==> src/rtl/instruction_store_pkg.sv <==
// Shared defaults, halt encoding and FSM state codes for the instruction store.
package instruction_store_pkg;

  localparam int unsigned INSTR_W_DEF   = 9;
  localparam int unsigned ADDR_W_DEF    = 8;
  localparam int unsigned NUM_PROGS_DEF = 2;
  localparam int unsigned CNT_W_DEF     = 16;

  localparam logic [8:0] HALT_WORD_DEF = 9'b0111_00_010;

  localparam logic [0:0] ST_RUN    = 1'b0;
  localparam logic [0:0] ST_HALTED = 1'b1;

  // Bank select width; a single bank still gets a 1-bit select.
  function automatic int unsigned bank_width(input int unsigned n);
    return (n > 1) ? $clog2(n) : 1;
  endfunction

endpackage

==> src/rtl/instruction_store_ram.sv <==
// Word array with one write port and a registered read port; the read can be
// overridden with a substitute word (used for out-of-range fetches).
module instr_bank_ram #(
  parameter int unsigned     WIDTH    = 9,
  parameter int unsigned     IDX_W    = 9,
  parameter int unsigned     WORDS    = 512,
  parameter logic [WIDTH-1:0] SUB_WORD = '0
) (
  input  logic             clk,
  input  logic             rst_n,
  input  logic             we,
  input  logic [IDX_W-1:0] waddr,
  input  logic [WIDTH-1:0] wdata,
  input  logic             re,
  input  logic [IDX_W-1:0] raddr,
  input  logic             rsub,
  output logic [WIDTH-1:0] rdata,
  output logic [WIDTH-1:0] rnext_c
);

  logic [WIDTH-1:0] mem [WORDS];

  // Word that the next read will register; lets the owner see it a cycle early.
  assign rnext_c = rsub ? SUB_WORD : mem[raddr];

  always_ff @(posedge clk) begin
    if (we) mem[waddr] <= wdata;
  end

  always_ff @(posedge clk or negedge rst_n) begin
    if (!rst_n)  rdata <= '0;
    else if (re) rdata <= rnext_c;
  end

endmodule

==> src/rtl/instruction_store.sv <==
// Loadable multi-bank instruction memory with 1-cycle fetch, per-bank length,
// HALT substitution, sticky halt and a saturating fetch counter.
module instruction_store
  import instruction_store_pkg::*;
#(
  parameter int unsigned         INSTR_W   = INSTR_W_DEF,
  parameter int unsigned         ADDR_W    = ADDR_W_DEF,
  parameter int unsigned         NUM_PROGS = NUM_PROGS_DEF,
  parameter logic [INSTR_W-1:0]  HALT_WORD = INSTR_W'(HALT_WORD_DEF),
  parameter int unsigned         CNT_W     = CNT_W_DEF,
  parameter int unsigned         BANK_W    = bank_width(NUM_PROGS)
) (
  input  logic               clk,
  input  logic               rst_n,
  input  logic               fetch_req,
  input  logic [ADDR_W-1:0]  fetch_addr,
  output logic               instr_valid,
  output logic [INSTR_W-1:0] instruction,
  input  logic               sel_req,
  input  logic [BANK_W-1:0]  sel_bank,
  output logic [BANK_W-1:0]  active_bank,
  output logic               halted,
  input  logic               load_en,
  input  logic [BANK_W-1:0]  load_bank,
  input  logic [ADDR_W-1:0]  load_addr,
  input  logic [INSTR_W-1:0] load_data,
  input  logic               load_last,
  output logic [CNT_W-1:0]   fetch_count
);

  localparam int unsigned DEPTH = 2 ** ADDR_W;
  localparam int unsigned IDX_W = BANK_W + ADDR_W;
  localparam int unsigned WORDS = NUM_PROGS * DEPTH;
  localparam int unsigned LEN_W = ADDR_W + 1;

  logic [0:0]         state_q, state_d;
  logic [LEN_W-1:0]   len_q [NUM_PROGS];
  logic               accept_c, oob_c, halt_hit_c, load_ok_c;
  logic [INSTR_W-1:0] next_word_c;
  logic [BANK_W-1:0]  sel_clamped_c;

  assign accept_c      = fetch_req && (state_q == ST_RUN);
  assign oob_c         = {1'b0, fetch_addr} >= len_q[active_bank];
  assign halt_hit_c    = accept_c && (next_word_c == HALT_WORD);
  assign load_ok_c     = load_en && (32'(load_bank) < NUM_PROGS);
  assign sel_clamped_c = (32'(sel_bank) >= NUM_PROGS) ? BANK_W'(NUM_PROGS - 1) : sel_bank;

  instr_bank_ram #(
    .WIDTH    (INSTR_W),
    .IDX_W    (IDX_W),
    .WORDS    (WORDS),
    .SUB_WORD (HALT_WORD)
  ) u_ram (
    .clk     (clk),
    .rst_n   (rst_n),
    .we      (load_ok_c),
    .waddr   ({load_bank, load_addr}),
    .wdata   (load_data),
    .re      (accept_c),
    .raddr   ({active_bank, fetch_addr}),
    .rsub    (oob_c),
    .rdata   (instruction),
    .rnext_c (next_word_c)
  );

  // Halt is decided at the fetch edge so it appears alongside the HALT word.
  always_comb begin
    state_d = state_q;
    if (sel_req)         state_d = ST_RUN;
    else if (halt_hit_c) state_d = ST_HALTED;
  end

  always_ff @(posedge clk or negedge rst_n) begin
    if (!rst_n) begin
      state_q     <= ST_RUN;
      halted      <= 1'b0;
      instr_valid <= 1'b0;
      active_bank <= '0;
      fetch_count <= '0;
    end else begin
      state_q     <= state_d;
      halted      <= (state_d == ST_HALTED);
      instr_valid <= accept_c;
      if (sel_req) begin
        active_bank <= sel_clamped_c;
        fetch_count <= accept_c ? CNT_W'(1) : '0;
      end else if (accept_c && (fetch_count != '1)) begin
        fetch_count <= fetch_count + CNT_W'(1);
      end
    end
  end

  // Fetches in the same cycle still compare against the pre-update length.
  always_ff @(posedge clk or negedge rst_n) begin
    if (!rst_n) begin
      for (int unsigned b = 0; b < NUM_PROGS; b++) len_q[b] <= LEN_W'(DEPTH);
    end else if (load_ok_c && load_last) begin
      len_q[load_bank] <= {1'b0, load_addr} + LEN_W'(1);
    end
  end

endmodule

==> config.mk <==
export PLATFORM = sky130hd
export DESIGN_NAME = instruction_store
export DESIGN_NICKNAME = d
export VERILOG_FILES = /design/src/rtl/instruction_store_pkg.sv /design/src/rtl/instruction_store_ram.sv /design/src/rtl/instruction_store.sv
export SDC_FILE = /design/constraint.sdc
export NUM_CORES = 2
export LEC_CHECK = 0
export CORE_ASPECT_RATIO = 1.4
export CORE_UTILIZATION = 41
export CTS_CLUSTER_DIAMETER = 150
export DETAILED_ROUTE_END_ITERATION = 7
export PLACE_DENSITY = 0.62
export SYNTH_ARGS = -nofsm -noshare
export SYNTH_HDL_FRONTEND = slang
export SYNTH_HIERARCHICAL = 1
export SYNTH_MEMORY_MAX_BITS = 65536
export SYNTH_SLANG_ARGS = --single-unit
==> constraint.sdc <==
create_clock -name clk -period 3.9 [get_ports clk]
set_clock_uncertainty 0.15 [all_clocks]
set_input_delay 0.78 -clock clk [delete_from_list [all_inputs] [get_ports clk]]
set_output_delay 0.78 -clock clk [all_outputs]
set_load 0.05 [all_outputs]
# Word level (Yosys, flattened, before mapping)
# Memories as Yosys holds them, arrays and structs flattened.
# Cells that the tools add are included.
# word_totals
input_bits	33
memories	1
mem_bits_rw	4608
regBits	46
wordCells	40
output_inout_bits	28
# op_classes
magnitude_cmp	4
addsub	2
n_bitwise	3
mux	14
n_eq_ne	2
n_reduce_logical	7
# memory_table
name	words	word_bits	rd	rd_ports_with_merged_regs	wr	line	text
u_ram.mem	512	9	1	0	1	instruction_store_ram.sv:21	logic [WIDTH-1:0] mem [WORDS];
# op_table
operator	count
two-way mux 9 bit	5
two-way mux 16 bit	2
bitwise mux 18 bit	1
adder 16 x 1 -> 16 bit (second input constant)	1
inequality test 16 bit (second input constant)	1
adder 8 x 1 -> 9 bit (second input constant)	1
demux 9 bit (select 1 bit)	1
== test 9 x 8 -> 1 bit (second input constant)	1
greater-or-equal comparator 8 x 9 -> 1 bit	1
logical AND 1 bit	5
two-way mux 1 bit	5
greater-or-equal comparator 2 bit (second input constant)	2
inverter 1 -> 2 bit	2
nonzero test 2 bit	2
less-than comparator 2 x 1 -> 1 bit (second input constant)	1
inverter 1 bit	1

# Depth between registers and ports, before layout
# logic_depth
depth_word	10
depth_mapped	19
mapped_depth_nobuf	17

# Cells and area by module
# Netlist, hierarchy kept.
# modules_own_cells
mod	area_each_um2	cells_per_inst	n_inst	seq_area_each_um2
instr_bank_ram	180269.1	8788	1	138597.9
instruction_store	2079.5	198	1	928.4

# Worst setup path before layout
# No wires, ideal clock.
# synth_timing
path_kind	reg2reg
from	reg active_bank
to	reg state_q
t_arrival_ns	3.740
stages_incl_launch_ff	20
path_buffers	2
slack_ns	-0.122
setup_ns	0.132
period_less_slack_ns	4.022
t_required_ns	3.618
cell_sequence	dfrtp_1 -> clkbuf_1 -> mux2_2 -> ha_1 -> nand2b_1 -> a21oi_1 -> nor2b_1 -> o211ai_1 -> a21oi_1 -> clkbuf_1 -> inv_1 -> o221ai_1 -> nor4_1 -> nand4_1 -> nor4_1 -> and3_1 -> nand4b_1 -> nor3_1 -> a21oi_1 -> nor2_1
# synth_between
elab_chain_len	9
word_cells_on_any_way	10
classes_between	1 x order compare; 1 x eq/ne; 4 x mux; 1 x bitwise; 2 x reduce/logical; 1 x memory
# synth_lines
element	line	text
start, declared	instruction_store.sv:21	output logic [BANK_W-1:0] active_bank,
start signal, assigned	instruction_store.sv:85	active_bank <= sel_clamped_c;
inverter 1 -> 2 bit (not written as such)	instruction_store.sv:43	assign oob_c = {1'b0, fetch_addr} >= len_q[active_bank];
two-way mux 9 bit (not written as such) (3 in series)	instruction_store.sv:43	
greater-or-equal comparator 8 x 9 -> 1 bit	instruction_store.sv:43	
net oob_c	instruction_store.sv:38	logic accept_c, oob_c, halt_hit_c, load_ok_c;
two-way mux 9 bit	instruction_store_ram.sv:24	assign rnext_c = rsub ? SUB_WORD : mem[raddr];
net next_word_c[8]	instruction_store.sv:39	logic [INSTR_W-1:0] next_word_c;
== test 9 x 8 -> 1 bit	instruction_store.sv:44	assign halt_hit_c = accept_c && (next_word_c == HALT_WORD);
logical AND 1 bit	instruction_store.sv:44	
nonzero test 2 bit (no line)	--	
end signal, assigned	instruction_store.sv:81	state_q <= state_d;
end, declared	instruction_store.sv:36	logic [0:0] state_q, state_d;
# The timed path passes the listed nets, and every way through them passes these cells. The select of a mux whose other input is x is not followed.
# A chain may end at the register's enable or synchronous reset.

# Worst setup path after layout
# layout_timing
from	in fetch_addr[1]
to	reg state_q
# layout_between
elab_chain_len	5
word_cells_on_any_way	6
classes_between	1 x order compare; 1 x eq/ne; 1 x mux; 2 x reduce/logical; 1 x memory
# layout_lines
element	line	text
start, declared	instruction_store.sv:16	input logic [ADDR_W-1:0] fetch_addr,
memory read (512 x 9 bit) / greater-or-equal comparator 8 x 9 -> 1 bit (equally long branches)	--	
two-way mux 9 bit (*)	instruction_store_ram.sv:24	
net next_word_c[8]	instruction_store.sv:39	
== test 9 x 8 -> 1 bit (*)	instruction_store.sv:44	
logical AND 1 bit (*)	instruction_store.sv:44	
nonzero test 2 bit (no line) (*)	--	
# Mark *: on every way through the listed nets, which the timed path passes. The rest lies on a longest branch.

==> reports/summary.log <==
qor: sta.maxSlewHeadroom 15.2%
qor: place.detail_placement_hpwl 377000 um
qor: critical_path.timing.reg2reg.worst_path_depth 15
qor: critical_path.crit_start fetch_addr[1]
qor: global_routing.met3_track_demand_over_resource_in_global_routing 3.53%
qor: sta.tightest_slew 1.27 ns
qor: power_and_ir_drop.power_switching_share 22.1%
qor: clocking.tritoncts done
qor: global_routing.gr-max-usage-layer met2
qor: place.finalWeightedCongestion 0.957
qor: synth.ys_ff_latch 4654
qor: die.fp.dieH 791 um
qor: worst_hold_path.hold_wc_startpoint load_data[6]
qor: final_layout.flow.area_growth_from_synthesis 19.0%
qor: clocking.htreeDepth 5
qor: synth.mappedNetlistNets 9029
qor: route.drc 0
qor: synth.ys_seq_area_share 76.5%
qor: status.run_status complete, but fails checks
qor: clocking.worst_setup_hold_path_clk_slew 0.07 ns
qor: critical_path.worstPathBufferInverterCount 5
qor: clocking.cts-buffers-inserted 420
qor: synth.synth.avg_cell_area 20.3 um2
qor: critical_path.timing.critical_path.arrival 4.76 ns
qor: clocking.cts-root-buf clkbuf_16
qor: sta.timing.final.max_slew_violations 0
qor: power_and_ir_drop.power-per-cell-area 479 mW/mm2
qor: synth.post_synth_num_cell_types 87
qor: synth.synthesis.area 0.182 mm2
qor: die.pin_count 61
qor: job.drv.max_cap_violation_count 0
qor: synth.syn-instance-count 8986
qor: global_routing.grt_remaining_overflow 0
qor: worst_hold_path.hold_path_end u_ram/mem[48][6]$_DFFE_PP_
qor: critical_path.cp_slowest_stage_delay 0.98 ns
qor: die.placementRows 289
qor: clocking.cts_buffer_depth 4
qor: critical_path.setup.reg_to_reg.worst_slack -0.04 ns
qor: sta.post_layout_worst_setup_margin -0.120 ns
qor: sta.fin_crit_sh 103%
qor: route.avgViaCountPerCell 5.88
qor: critical_path.setup.worst_path.start_class input pin
qor: final_layout.layout_cells_sized_above_1 31.0%
qor: global_routing.first_global_vias 102000
qor: sta.maximum_clock_rate 249 MHz
qor: sta.report.final.hold_viol_count 0
qor: route.first_pass_iters 7
qor: critical_path.critical_path.endpoint_type register
qor: global_routing.global_route.usage.total 24.3%
qor: worst_hold_path.hold_class input pin to register
qor: critical_path.worstPathRequired 4.64 ns
qor: critical_path.critical_path.cell_chain buf_8, buf_12, nor2_2, buf_4, a22oi_1, nand3_1, nand4_1, a21oi_1, buf_4, o2111ai_1, buf_4, and3_1, nand4b_1, nor3_4, a21oi_4, nor2_2
qor: place.numPortBuffers 60
qor: final_layout.final-seq-area 0.140 mm2
qor: global_routing.antenna_violations_before_repair 27
qor: power_and_ir_drop.p_comb_share 6.9%
qor: synth.synth_ff_type edfxtp_1
qor: synth.edff_count_synth 4608
qor: route.route.antenna.remaining_nets 0
qor: power_and_ir_drop.power_frac_clock 40.1%
qor: final_layout.area_occupied_by_multi_input_gates 0.0397 mm2
qor: place.dp_slack -1.73 ns
qor: critical_path.reg2reg_to state_q$_DFFE_PN0P_
qor: die.fp.dieW 566 um
qor: final_layout.final_nets 10800
qor: power_and_ir_drop.switchingPower 23.0 mW
qor: power_and_ir_drop.vdd_ir_drop_max 402 uV
qor: final_layout.layout_commonest_cell edfxtp_1
qor: power_and_ir_drop.cellLeakagePower 71.9 nW
qor: global_routing.use_met2 42.5%
qor: synth.ys_warn_count 6
qor: critical_path.path_common_cell buf_4
qor: final_layout.final_cell_mix edfxtp_1 (4608), buf_4 (1623), mux4_2 (863), mux2i_1 (702), nor2_1 (631)
qor: final_layout.filler_cell_count 35700
qor: clocking.cts_num_sinks 4654
qor: sta.finalSetupViolations 1
qor: worst_hold_path.number_of_cells_on_the_worst_hold_path 1
qor: route.route.vias.total 99400
qor: global_routing.grt_start_max_net_pins 137
qor: die.initial_core_util 41.2%
qor: sta.timing.setup.tns -0.120 ns
qor: route.drt_iter0_drc 11500
qor: global_routing.grt_use_met1 27.8%
qor: global_routing.grt_pass1_wl 767000 um
qor: critical_path.crit_path_top_delay_cell nor2_2
qor: critical_path.regToRegStartpoint active_bank$_DFFE_PN0P_
qor: synth.synth_async_sr_flop_share 0.988%
qor: die.design.die.area 0.447 mm2
qor: die.floorplan.core_area 0.443 mm2
qor: power_and_ir_drop.p_int 81.0 mW
qor: status.violations negative setup slack
qor: route.wirelength 548000 um
qor: clocking.worst_skew_pair.late_latency 1.04 ns
qor: route.drt-wirelength-per-cell 32.4 um
qor: critical_path.critPathMaxFanout 33
qor: critical_path.family_of_cells_with_the_greatest_summed_delay_on_the_critical_path simple AND/OR/NAND/NOR gates
qor: power_and_ir_drop.power.share.sequential 53.0%
qor: sta.fin_crit 4.02 ns
qor: critical_path.setup.worst_path.class input pin to register
-- worst register-to-register path: stages (launching register included) --
cell	delay [ns]
dfrtp_2	0.43
buf_6	0.13
buf_6	0.13
buf_12	0.21
nand3_1	0.37
buf_12	0.22
buf_4	0.13
nor3_1	0.85
nor4_2	0.15
nand4_1	0.15
nor4_1	0.06
and3_1	0.18
nand4b_1	0.26
nor3_4	0.23
a21oi_4	0.09
nor2_2	0.13
-- worst max path at each step --
stage	endpoint	slack [ns]	cells past startpoint
final	state_q$_DFFE_PN0P_	-0.12	16
after global routing	state_q$_DFFE_PN0P_	-0.03	16
after CTS	active_bank	0.0006	3
after detailed placement	state_q$_DFFE_PN0P_	-1.73	18
after global placement	state_q$_DFFE_PN0P_	-1.70	17
after floorplan	state_q$_DFFE_PN0P_	0.02	19
-- cells in the mapped netlist, drive strengths merged, types with 29 or more instances --
cell type  number  area share [%]
mux4          866              11
o22ai         148            0.51
mux2i         704             3.9
o21ai         133            0.37
dfrtp          44            0.60
edfxtp       4608              76
nand2         195            0.41
a211oi         66            0.27
o221ai        230             1.1
nor2          635             1.3
and2           29           0.099
clkbuf        248            0.51
buf           307             1.4
nor4           43            0.16
nor3           74            0.20
a22oi          75            0.31
nand3          66            0.18
a21oi         138            0.38
-- power by group through the flow --
stage / Combinational (mW) / Sequential (mW) / Clock [mW]
6_report: 7.16 / 55.2 / 41.7
3_3_place_gp: 6.88 / 56.2 / 0
4_1_cts: 7.02 / 55.2 / 42.2
2_1_floorplan: 2.91 / 56.3 / 0
5_1_grt: 7.35 / 55.1 / 44.0
3_5_place_dp: 6.97 / 56.2 / 0
-- flip-flops by register name, indices dropped and copies added (netlist names) --
name,cells
fetch_count,16
u_ram/rdata,9
len_q,18
instr_valid,1
state_q,1
active_bank,1
u_ram/mem,4608
-- final cells by class --
type,instances,share of cell area [%]
Sequential cell,4654,64.3
Multi-Input combinational cell,3766,18.3
Timing Repair Buffer,1884,7.73
Clock buffer,500,5.03
Tap cell,5820,3.35
Clock inverter,263,1.27
Inverter,11,0.0317
Antenna cell,13,0.0150
-- metal layers --
metal,routed length (um),vias up
met1,187000,52600
met2,282000,4680
li1,-,40900
met5,71,-
met3,39400,1153
met4,39000,12
-- cells by family after synthesis --
kind of cell	share of synthesized area, %
simple gates	2.85
mux	14.7
compound gates	3.79
buf+inv	1.96
xor+xnor	0.0817
flops	76.5
fa+ha+maj	0.0686
-- stage by stage --
stage	instances	area (um2)	power [mW]	hold WS, ns	utilization (%)
after global placement	16100	203000	63.1	0.311	45.9
after detailed placement	16100	203000	63.2	0.322	45.9
after global routing	16900	217000	106	0.0870	49.0
after floorplan	8986	182000	59.2	0.294	-
after CTS	16900	217000	104	0.0545	49.0
final	16900	217000	104	0.111	49.0
-- timing repair --
item,in CTS,in global routing
gates resized for setup,26,49
endpoints found under the hold margin,34,0
buffers inserted,2,6
pin swaps,6,16
hold buffers,1,0
endpoints found under the setup margin,5,3
No activity file was read; power rests on OpenSTA's default activity.
